<file path="src/rtl/window_3x3_gen_pkg.sv">
// Shared constants for the 3x3 window generator and the filter stage
// that consumes its taps.
package window_3x3_gen_pkg;

  localparam int PIX_W = 8;

  localparam int R_MSB = 7;
  localparam int R_LSB = 5;
  localparam int G_MSB = 4;
  localparam int G_LSB = 2;
  localparam int B_MSB = 1;
  localparam int B_LSB = 0;

  localparam int TAP_NW = 0;
  localparam int TAP_N  = 1;
  localparam int TAP_NE = 2;
  localparam int TAP_W  = 3;
  localparam int TAP_C  = 4;
  localparam int TAP_E  = 5;
  localparam int TAP_SW = 6;
  localparam int TAP_S  = 7;
  localparam int TAP_SE = 8;
  localparam int NTAP   = 9;

  typedef enum logic [1:0] {
    IDLE,
    RUN,
    FLUSH
  } state_t;

endpackage

</file>
<file path="src/rtl/window_3x3_gen_if.sv">
// Pixel-in / window-out bundle of the 3x3 window generator.
interface window_3x3_gen_if
  import window_3x3_gen_pkg::*;
#(
  parameter int WIDTH  = 200,
  parameter int HEIGHT = 200
);
  localparam int XW = $clog2(WIDTH);
  localparam int YW = $clog2(HEIGHT);

  logic [PIX_W-1:0]      pix_in;
  logic                  pix_valid;
  logic                  pix_sof;
  logic                  pix_ready;
  logic [NTAP*PIX_W-1:0] win_out;
  logic                  win_valid;
  logic [XW-1:0]         win_x;
  logic [YW-1:0]         win_y;
  logic                  frame_done;

  modport master (
    output pix_in, pix_valid, pix_sof,
    input  pix_ready,
    input  win_out, win_valid, win_x, win_y, frame_done
  );

  modport slave (
    input  pix_in, pix_valid, pix_sof,
    output pix_ready,
    output win_out, win_valid, win_x, win_y, frame_done
  );

endinterface

</file>
<file path="src/rtl/window_3x3_gen_line_buffer.sv">
// Circular one-line delay: output is the pixel written DEPTH shifts ago.
module line_buffer
  import window_3x3_gen_pkg::*;
#(
  parameter int DEPTH = 200
) (
  input  logic             clk,
  input  logic             rst,
  input  logic             shift_i,
  input  logic [PIX_W-1:0] din_i,
  output logic [PIX_W-1:0] dout_o
);
  localparam int AW = (DEPTH > 1) ? $clog2(DEPTH) : 1;

  logic [PIX_W-1:0] mem_q [DEPTH];
  logic [AW-1:0]    ptr_q;
  logic [AW-1:0]    ptr_d;

  assign dout_o = mem_q[ptr_q];

  always_comb begin
    ptr_d = ptr_q + AW'(1);
    if (ptr_q == AW'(DEPTH - 1)) ptr_d = '0;
  end

  always_ff @(posedge clk) begin
    if (rst) ptr_q <= '0;
    else if (shift_i) ptr_q <= ptr_d;
  end

  // RAM contents are deliberately not reset
  always_ff @(posedge clk) begin
    if (shift_i) mem_q[ptr_q] <= din_i;
  end

endmodule

</file>
<file path="src/rtl/window_3x3_gen.sv">
// Streaming 3x3 neighbourhood generator; window centre lags the newest
// pixel by one line plus one, with zero padding outside the image.
module window_3x3_gen
  import window_3x3_gen_pkg::*;
#(
  parameter int WIDTH  = 200,
  parameter int HEIGHT = 200
) (
  input logic             clk,
  input logic             rst,
  window_3x3_gen_if.slave bus
);
  localparam int XW = $clog2(WIDTH);
  localparam int YW = $clog2(HEIGHT);
  localparam int FW = $clog2(WIDTH + 2);
  localparam logic [FW-1:0] FILL = FW'(WIDTH + 1);

  state_t state_q, state_d;
  logic [XW-1:0] ix_q, ix_d, ox_q, ox_d, wx_q;
  logic [YW-1:0] iy_q, iy_d, oy_q, oy_d, wy_q;
  logic [FW-1:0] fill_q, fill_d, flu_q, flu_d;
  logic step, sof_step, fire, last_out;
  logic wvalid_q, done_q;
  logic [PIX_W-1:0] pix, lb0_o, lb1_o;
  logic [PIX_W-1:0] win_q [NTAP];
  logic [PIX_W-1:0] win_d [NTAP];
  logic [NTAP*PIX_W-1:0] wout_q, wout_d;

  assign bus.pix_ready  = (state_q != FLUSH);
  assign bus.win_out    = wout_q;
  assign bus.win_valid  = wvalid_q;
  assign bus.win_x      = wx_q;
  assign bus.win_y      = wy_q;
  assign bus.frame_done = done_q;

  line_buffer #(.DEPTH(WIDTH)) u_lb0 (
    .clk, .rst, .shift_i(step), .din_i(pix), .dout_o(lb0_o)
  );
  line_buffer #(.DEPTH(WIDTH)) u_lb1 (
    .clk, .rst, .shift_i(step), .din_i(lb0_o), .dout_o(lb1_o)
  );

  always_comb begin
    state_d  = state_q;
    ix_d     = ix_q;
    iy_d     = iy_q;
    ox_d     = ox_q;
    oy_d     = oy_q;
    fill_d   = fill_q;
    flu_d    = flu_q;
    step     = 1'b0;
    sof_step = 1'b0;
    pix      = bus.pix_in;
    unique case (state_q)
      IDLE: begin
        step     = bus.pix_valid && bus.pix_sof;
        sof_step = step;
      end
      RUN: begin
        step     = bus.pix_valid;
        sof_step = bus.pix_valid && bus.pix_sof;
      end
      FLUSH: begin
        step = 1'b1;
        pix  = '0;
      end
      default: state_d = IDLE;
    endcase
    fire     = step && !sof_step && (fill_q == FILL);
    last_out = (ox_q == XW'(WIDTH - 1)) &&
               (oy_q == YW'(HEIGHT - 1));
    // sof restarts both counter pairs; this pixel is (0,0)
    if (sof_step) begin
      state_d = RUN;
      ix_d    = XW'(1);
      iy_d    = '0;
      ox_d    = '0;
      oy_d    = '0;
      fill_d  = FW'(1);
    end else if (step) begin
      if (fill_q != FILL) fill_d = fill_q + FW'(1);
      if (state_q == RUN) begin
        if (ix_q == XW'(WIDTH - 1)) begin
          ix_d = '0;
          if (iy_q == YW'(HEIGHT - 1)) begin
            iy_d    = '0;
            flu_d   = '0;
            state_d = FLUSH;
          end else begin
            iy_d = iy_q + YW'(1);
          end
        end else begin
          ix_d = ix_q + XW'(1);
        end
      end else if (flu_q == FW'(WIDTH)) begin
        flu_d   = '0;
        state_d = IDLE;
      end else begin
        flu_d = flu_q + FW'(1);
      end
      if (fire) begin
        if (ox_q == XW'(WIDTH - 1)) begin
          ox_d = '0;
          oy_d = last_out ? '0 : oy_q + YW'(1);
        end else begin
          ox_d = ox_q + XW'(1);
        end
      end
    end
  end

  always_comb begin
    for (int r = 0; r < 3; r++) begin
      win_d[3*r]     = win_q[3*r+1];
      win_d[3*r + 1] = win_q[3*r+2];
    end
    win_d[TAP_NE] = lb1_o;
    win_d[TAP_E]  = lb0_o;
    win_d[TAP_SE] = pix;
  end

  always_comb begin
    wout_d = '0;
    for (int k = 0; k < NTAP; k++) begin
      if (!((k % 3 == 0 && ox_q == '0) ||
            (k % 3 == 2 && ox_q == XW'(WIDTH - 1)) ||
            (k <= TAP_NE && oy_q == '0) ||
            (k >= TAP_SW && oy_q == YW'(HEIGHT - 1))))
        wout_d[PIX_W*k +: PIX_W] = win_d[k];
    end
  end

  always_ff @(posedge clk) begin
    if (rst) begin
      state_q  <= IDLE;
      ix_q     <= '0;
      iy_q     <= '0;
      ox_q     <= '0;
      oy_q     <= '0;
      fill_q   <= '0;
      flu_q    <= '0;
      wvalid_q <= 1'b0;
      done_q   <= 1'b0;
      wout_q   <= '0;
      wx_q     <= '0;
      wy_q     <= '0;
      for (int k = 0; k < NTAP; k++) win_q[k] <= '0;
    end else begin
      state_q  <= state_d;
      ix_q     <= ix_d;
      iy_q     <= iy_d;
      ox_q     <= ox_d;
      oy_q     <= oy_d;
      fill_q   <= fill_d;
      flu_q    <= flu_d;
      wvalid_q <= fire;
      done_q   <= fire && last_out;
      if (step) begin
        for (int k = 0; k < NTAP; k++) win_q[k] <= win_d[k];
      end
      if (fire) begin
        wout_q <= wout_d;
        wx_q   <= ox_q;
        wy_q   <= oy_q;
      end
    end
  end

endmodule

</file>
<file path="src/flat_wrapper.sv">
// flat-port wrapper written by rule: the top's interface ports become plain ports
module window_3x3_gen_flat import window_3x3_gen_pkg::*;
#(
  parameter int WIDTH  = 200,
  parameter int HEIGHT = 200
)
  (clk, rst, bus_pix_in, bus_pix_valid, bus_pix_sof, bus_pix_ready, bus_win_out, bus_win_valid, bus_win_x, bus_win_y, bus_frame_done);
  window_3x3_gen_if #(.WIDTH(WIDTH), .HEIGHT(HEIGHT)) bus_i ();
  input logic clk;
  input logic rst;
  input wire logic [$bits(bus_i.pix_in)-1:0] bus_pix_in;
  input wire logic [$bits(bus_i.pix_valid)-1:0] bus_pix_valid;
  input wire logic [$bits(bus_i.pix_sof)-1:0] bus_pix_sof;
  output wire logic [$bits(bus_i.pix_ready)-1:0] bus_pix_ready;
  output wire logic [$bits(bus_i.win_out)-1:0] bus_win_out;
  output wire logic [$bits(bus_i.win_valid)-1:0] bus_win_valid;
  output wire logic [$bits(bus_i.win_x)-1:0] bus_win_x;
  output wire logic [$bits(bus_i.win_y)-1:0] bus_win_y;
  output wire logic [$bits(bus_i.frame_done)-1:0] bus_frame_done;
  assign bus_i.pix_in = bus_pix_in;
  assign bus_i.pix_valid = bus_pix_valid;
  assign bus_i.pix_sof = bus_pix_sof;
  assign bus_pix_ready = bus_i.pix_ready;
  assign bus_win_out = bus_i.win_out;
  assign bus_win_valid = bus_i.win_valid;
  assign bus_win_x = bus_i.win_x;
  assign bus_win_y = bus_i.win_y;
  assign bus_frame_done = bus_i.frame_done;
  window_3x3_gen #(.WIDTH(WIDTH), .HEIGHT(HEIGHT)) u_core (.clk(clk), .rst(rst), .bus(bus_i));
endmodule
</file>
<file path="config.mk">
export PLATFORM = sky130hd
export DESIGN_NAME = window_3x3_gen_flat
export DESIGN_NICKNAME = d
export VERILOG_FILES = /design/src/rtl/window_3x3_gen_pkg.sv /design/src/rtl/window_3x3_gen_if.sv /design/src/rtl/window_3x3_gen_line_buffer.sv /design/src/rtl/window_3x3_gen.sv /design/src/flat_wrapper.sv
export SDC_FILE = /design/constraint.sdc
export NUM_CORES = 2
export LEC_CHECK = 0
export ABC_AREA = 1
export CAP_MARGIN = 20
export CORE_MARGIN = 2
export CORE_UTILIZATION = 40
export CTS_BUF_LIST = sky130_fd_sc_hd__clkbuf_8 sky130_fd_sc_hd__clkbuf_16
export DETAILED_ROUTE_END_ITERATION = 10
export GPL_ROUTABILITY_DRIVEN = 0
export PLACE_DENSITY_LB_ADDON = 0.3
export SETUP_SLACK_MARGIN = 0.15
export SYNTH_ARGS = -nofsm -noshare
export SYNTH_HDL_FRONTEND = slang
export SYNTH_SLANG_ARGS = --single-unit
export TNS_END_PERCENT = 100
</file>
<file path="constraint.sdc">
create_clock -name clk -period 7 [get_ports clk]
set_clock_uncertainty 0.1 [all_clocks]
set_input_delay 1.4 -clock clk [delete_from_list [all_inputs] [get_ports clk]]
set_output_delay 1.4 -clock clk [all_outputs]
set_load 0.02 [all_outputs]
</file>
After elaboration in Yosys (flattened, before gate mapping)
Memory sizes are Yosys's and may differ from the RTL's. A register that Yosys moved wholly into a read port is not among the register bits.
Index checks and enable logic that the tools add are counted.
{ "word_totals": {"regBits": 156, "mem_bits_rw": 3272, "input_bits": 12, "output_inout_bits": 91, "word_cells": 132, "mem_count": 3} }
{ "classes": {"n_addsub": 8, "n_eq_ne": 14, "mux": 53, "bitwise": 10, "n_reduce_logical": 27} }
{ "memory_table": {"columns": ["name", "words", "word_bits", "read_ports", "rd_ports_with_merged_regs", "wr", "line", "text"], "rows": [
  ["u_core.u_lb0.mem_q", 200, 8, 1, 1, 1, "window_3x3_gen_line_buffer.sv:15", "logic [PIX_W-1:0] mem_q [DEPTH];"],
  ["u_core.u_lb1.mem_q", 200, 8, 1, 1, 1, "window_3x3_gen_line_buffer.sv:15", null],
  ["u_core.win_q", 9, 8, 6, 0, 9, "window_3x3_gen.sv:25", "logic [PIX_W-1:0] win_q [NTAP];"]
]} }
{ "op_table": {"columns": ["op", "count"], "rows": [
  ["2-to-1 mux 8 bit", 32],
  ["adder 8 x 1 -> 8 bit (second input constant)", 8],
  ["equality test 8 bit (second input constant)", 8],
  ["logical NOT 8 bit", 2],
  ["2-to-1 mux 1 bit", 14],
  ["2-to-1 mux 2 bit", 6],
  ["AND reduction 2 bit", 5],
  ["bitwise OR 1 bit", 9],
  ["inequality test 8 bit (second input constant)", 1],
  ["inequality test 2 bit (second input constant)", 3],
  ["AND reduction 3 bit", 2],
  ["nonzero test 2 bit", 3],
  ["logical AND 1 bit", 5],
  ["logical OR 1 bit", 4],
  ["AND reduction 4 bit", 1],
  ["OR reduction 2 bit", 2],
  ["case mux 1 bit (3 select lines)", 1],
  ["OR reduction 3 bit", 1],
  ["equality test 2 x 1 -> 1 bit (second input constant)", 1],
  ["equality test 2 bit (second input constant)", 1],
  ["logical NOT 2 bit", 1],
  ["logical NOT 1 bit", 1],
  ["inverter 1 bit", 1]
]} }

Depth between registers and ports, before layout
{ "depth": {"word_depth": 8, "ltp_mapped": 16, "ltp_nobuf": 13} }

By module
Synthesis repeated with hierarchy kept, for this count alone.
{ "hier_totals": {"hier_cells": 12205, "hier_area_um2": 139789.1} }
{ "by_module_without_submodules": {"columns": ["mod", "n_inst", "cells_each", "area_each_um2", "seq_area_each_um2"], "rows": [
  ["line_buffer", 2, 5587, 65839.4, 48366.4],
  ["window_3x3_gen", 1, 1031, 8110.3, 4244.1]
]} }

Worst setup path before layout
Ideal clock, no wire load.
{ "synth_path": {"path_kind": "input-to-reg", "start": "input bus_pix_in[5]", "end": "memory u_core.u_lb0.mem_q[0][5] (data pin)", "arrival_time_ns": 6.060, "required_time_ns": 5.761, "path_slack_ns": -0.298, "stages": 2, "path_buffers": 0, "path_cell_list": "inv_1 > nor2_1"} }
{ "synth_via": {"elab_chain_len": 1} }
{ "synth_rtl": {"columns": ["item", "line", "text"], "rows": [
  ["start, declared", "flat_wrapper.sv:11", "input wire logic [$bits(bus_i.pix_in)-1:0] bus_pix_in;"],
  ["2-to-1 mux 8 bit", "window_3x3_gen.sv:54", "unique case (state_q)"],
  ["via u_core.pix[5]", "window_3x3_gen.sv:24", "logic [PIX_W-1:0] pix, lb0_o, lb1_o;"],
  ["end, declared", "window_3x3_gen_line_buffer.sv:15", null]
]} }
The timed path passes the listed nets, and every way through them passes these cells.

==> flow_summary.toml <==
[timing]
tightest_slew_ps = 1180
hold_viol = 0
grt_setup_unrepaired = "no"
post-route-period-util = 0.755
setup_viol = 0
final_max_slew_viol_count = 0
fin_crit_ps = 5290
relSlewSlack = 0.215
max_freq_ghz = 0.189

[cts]
clockRootBuffer = "clkbuf_16"
h-tree-depth = 5
clk_pin_slew_ps = 60
cts-hold-fix-buffers = 0
cts_sinks = 3420
ctsResizeCount = 0
cts_tree = "yes"
clock_path_buffers = 4
cts_buffers = 338
cts_setup_buffers = 0
clock_latency_ps = 900

[yosys]
ys_types = 43
synthCells = 11997
synth_enable_flop_cells = 3248
synth.avg_cell_area_um2 = 11.6
synth_seq_area_share = 0.727
synth_top_area_frac = 0.703
synth_most_common_cell = "nand2_1"
synth_area_leaders = "edfxtp_1 (70%), nand3_1 (11%), nand2_1 (9.9%)"
syn-num-nets = 12027
syn-cell-area_um2 = 139000
ys_warn_count = 0
ys_ff_latch = 3420
synth-main-ff-cell = "edfxtp_1"
synthTopCellsByCount = "nand2_1 (3668), edfxtp_1 (3248), nand3_1 (2990)"
synth_top_area_cell = "edfxtp_1"
async_flop_share = 0

[worst_setup_path]
reg2reg_to = "u_core.u_lb1.mem_q[73][6]"
rr_worst_depth = 10
worstSetupEndpointType = "register"
start_kind = "register"
r2r_slack_ps = 1710
crit_fanout = 78
critical_path_arrival_ps = 5710
crit_end = "u_core.u_lb1.mem_q[73][6]"
crit_type = "register to register"
worstPathRequired_ps = 7420

[floorplanning]
start_util = 0.402
rows = 216
core_area_um2 = 346000
fp.dieH_um = 593
dieArea_um2 = 352000
die_w_um = 593
pin_count = 103

[drt]
detail-route-antenna-nets = 0
viasPerCell = 5.42
num_vias = 90348
drtIter0Drc = 10096
dr.pass1.iters = 9
drc_errors = 0
wl_um = 377000
wl_per_cell_um = 22.6

[placed_design]
numPortBuffers = 102
dp_hpwl_um = 214000
dpl.cell_count = 16071

[grt]
grt_pass1_wl_um = 554000
grt-ovfl-total = 0
first_global_vias = 85048
grt_antenna_before_repair = 7
grt_max_degree = 188
grt_usage = 0.209

[finish]
finalNonFillerCells = 16669
final.fill_count = 31218
fin_nets = 11863
syn_to_final_growth_pct = 10.9
drive_above_1_share = 0.0571

[power_and_ir_drop]
p_per_area_nw_per_um2 = 279
p_leak_nw = 53.2
power.total_w = 0.0430
vdd_drop_max_v = 0.000172

[run]
cap_viol_max_count = 0

[outcome]
status = "complete, no violations"

[hold_path]
hold_path.class = "register to register"
power breakdown:
part           internal (W)  switching (W)  total (W)
Sequential           0.0228      0.0000536     0.0228
Combinational      0.000704        0.00251    0.00322
Clock               0.00940        0.00759     0.0170
worst min-delay path by stage:
stage                            from                     end  slack [ps]  cells past startpoint
2_1_floorplan     u_core.win_q[0][32]  u_core.bus.win_out[24]         340                      2
3_3_place_gp   u_core.bus.win_out[46]  u_core.bus.win_out[46]         350                      2
3_5_place_dp      u_core.win_q[0][56]  u_core.bus.win_out[48]         350                      2
4_1_cts           u_core.win_q[0][56]  u_core.bus.win_out[48]         360                      2
5_1_grt           u_core.win_q[0][57]  u_core.bus.win_out[49]         380                      2
6_report          u_core.win_q[0][56]  u_core.bus.win_out[48]         360                      2
cell families after synthesis:
| family | share of synthesized area |
|---|---|
| flops | 0.727 |
| simple gates | 0.226 |
| compound gates | 0.0108 |
| xor+xnor | 0.000568 |
| fa+ha+maj | 0.00162 |
| buf+inv | 0.0331 |
sequential cells by signal, indices dropped and copies added, names as in the netlist, named ones only:
name                   flops
u_core.bus.frame_done      1
u_core.flu_q               8
u_core.win_q              48
u_core.fill_q              8
u_core.bus.win_out        72
u_core.ox_q                8
u_core.bus.win_y           8
u_core.bus.win_x           8
u_core.u_lb0.mem_q      1600
u_core.u_lb0.ptr_q         8
u_core.state_q             2
u_core.u_lb1.mem_q      1600
u_core.iy_q                8
u_core.ix_q                8
u_core.oy_q                8
u_core.u_lb1.ptr_q         8
u_core.bus.win_valid       1
per-layer routing:
metal | up-vias | routed length [µm] | GRT usage
met4 | 0 | 11200 | 0.0637
met3 | 578 | 31400 | 0.0323
met5 | - | 0 | 0
met2 | 3748 | 171000 | 0.325
li1 | 41916 | - | -
met1 | 44106 | 163000 | 0.303
cells in the final DEF, fill, tap and decap left out, drive strengths merged, types with 9 or more instances in the layout:
cell type,count
nor2,584
clkinv,139
clkdlybuf4s50,102
o22ai,35
nand3,2991
a21oi,90
o31ai,17
o21ai,119
bufinv,9
inv,258
dfxtp,172
buf,182
edfxtp,3248
ha,18
nor3,32
nand2,3669
nand4,26
clkbuf,355
layout make-up:
type	instances	area, µm²	area share
Multi-Input combinational cell	7620	33400	0.217
Inverter	169	696	0.00452
Sequential cell	3420	101000	0.656
Tap cell	4578	5730	0.0372
Clock buffer	355	8830	0.0573
Timing Repair Buffer	284	2940	0.0191
Antenna cell	1	2.50	0.0000163
Clock inverter	242	1340	0.00868
worst max-delay path: stages, from the launching register on:
cell      delay (ps)
dfxtp_4          730
clkinv_2         780
buf_4            560
nand3_1          190
nand3_1           80
nand2_1          190
nand2_1           70
nand3_1          120
nand3_1          290
nand2_4          750
buf_4            810
through the flow:
stage / TNS (ps) / setup slack [ps] / cell area [µm²] / utilization / hold slack, ps
2_1_floorplan: -357940 / -298 / 139000 / - / 339
3_3_place_gp: 0 / 1580 / 144000 / 0.416 / 354
3_5_place_dp: 0 / 1520 / 144000 / 0.416 / 348
4_1_cts: 0 / 1840 / 154000 / 0.445 / 364
5_1_grt: 0 / 1620 / 154000 / 0.445 / 385
6_report: 0 / 1710 / 154000 / 0.445 / 364
Note: power is estimated with default switching activity, not from simulation.
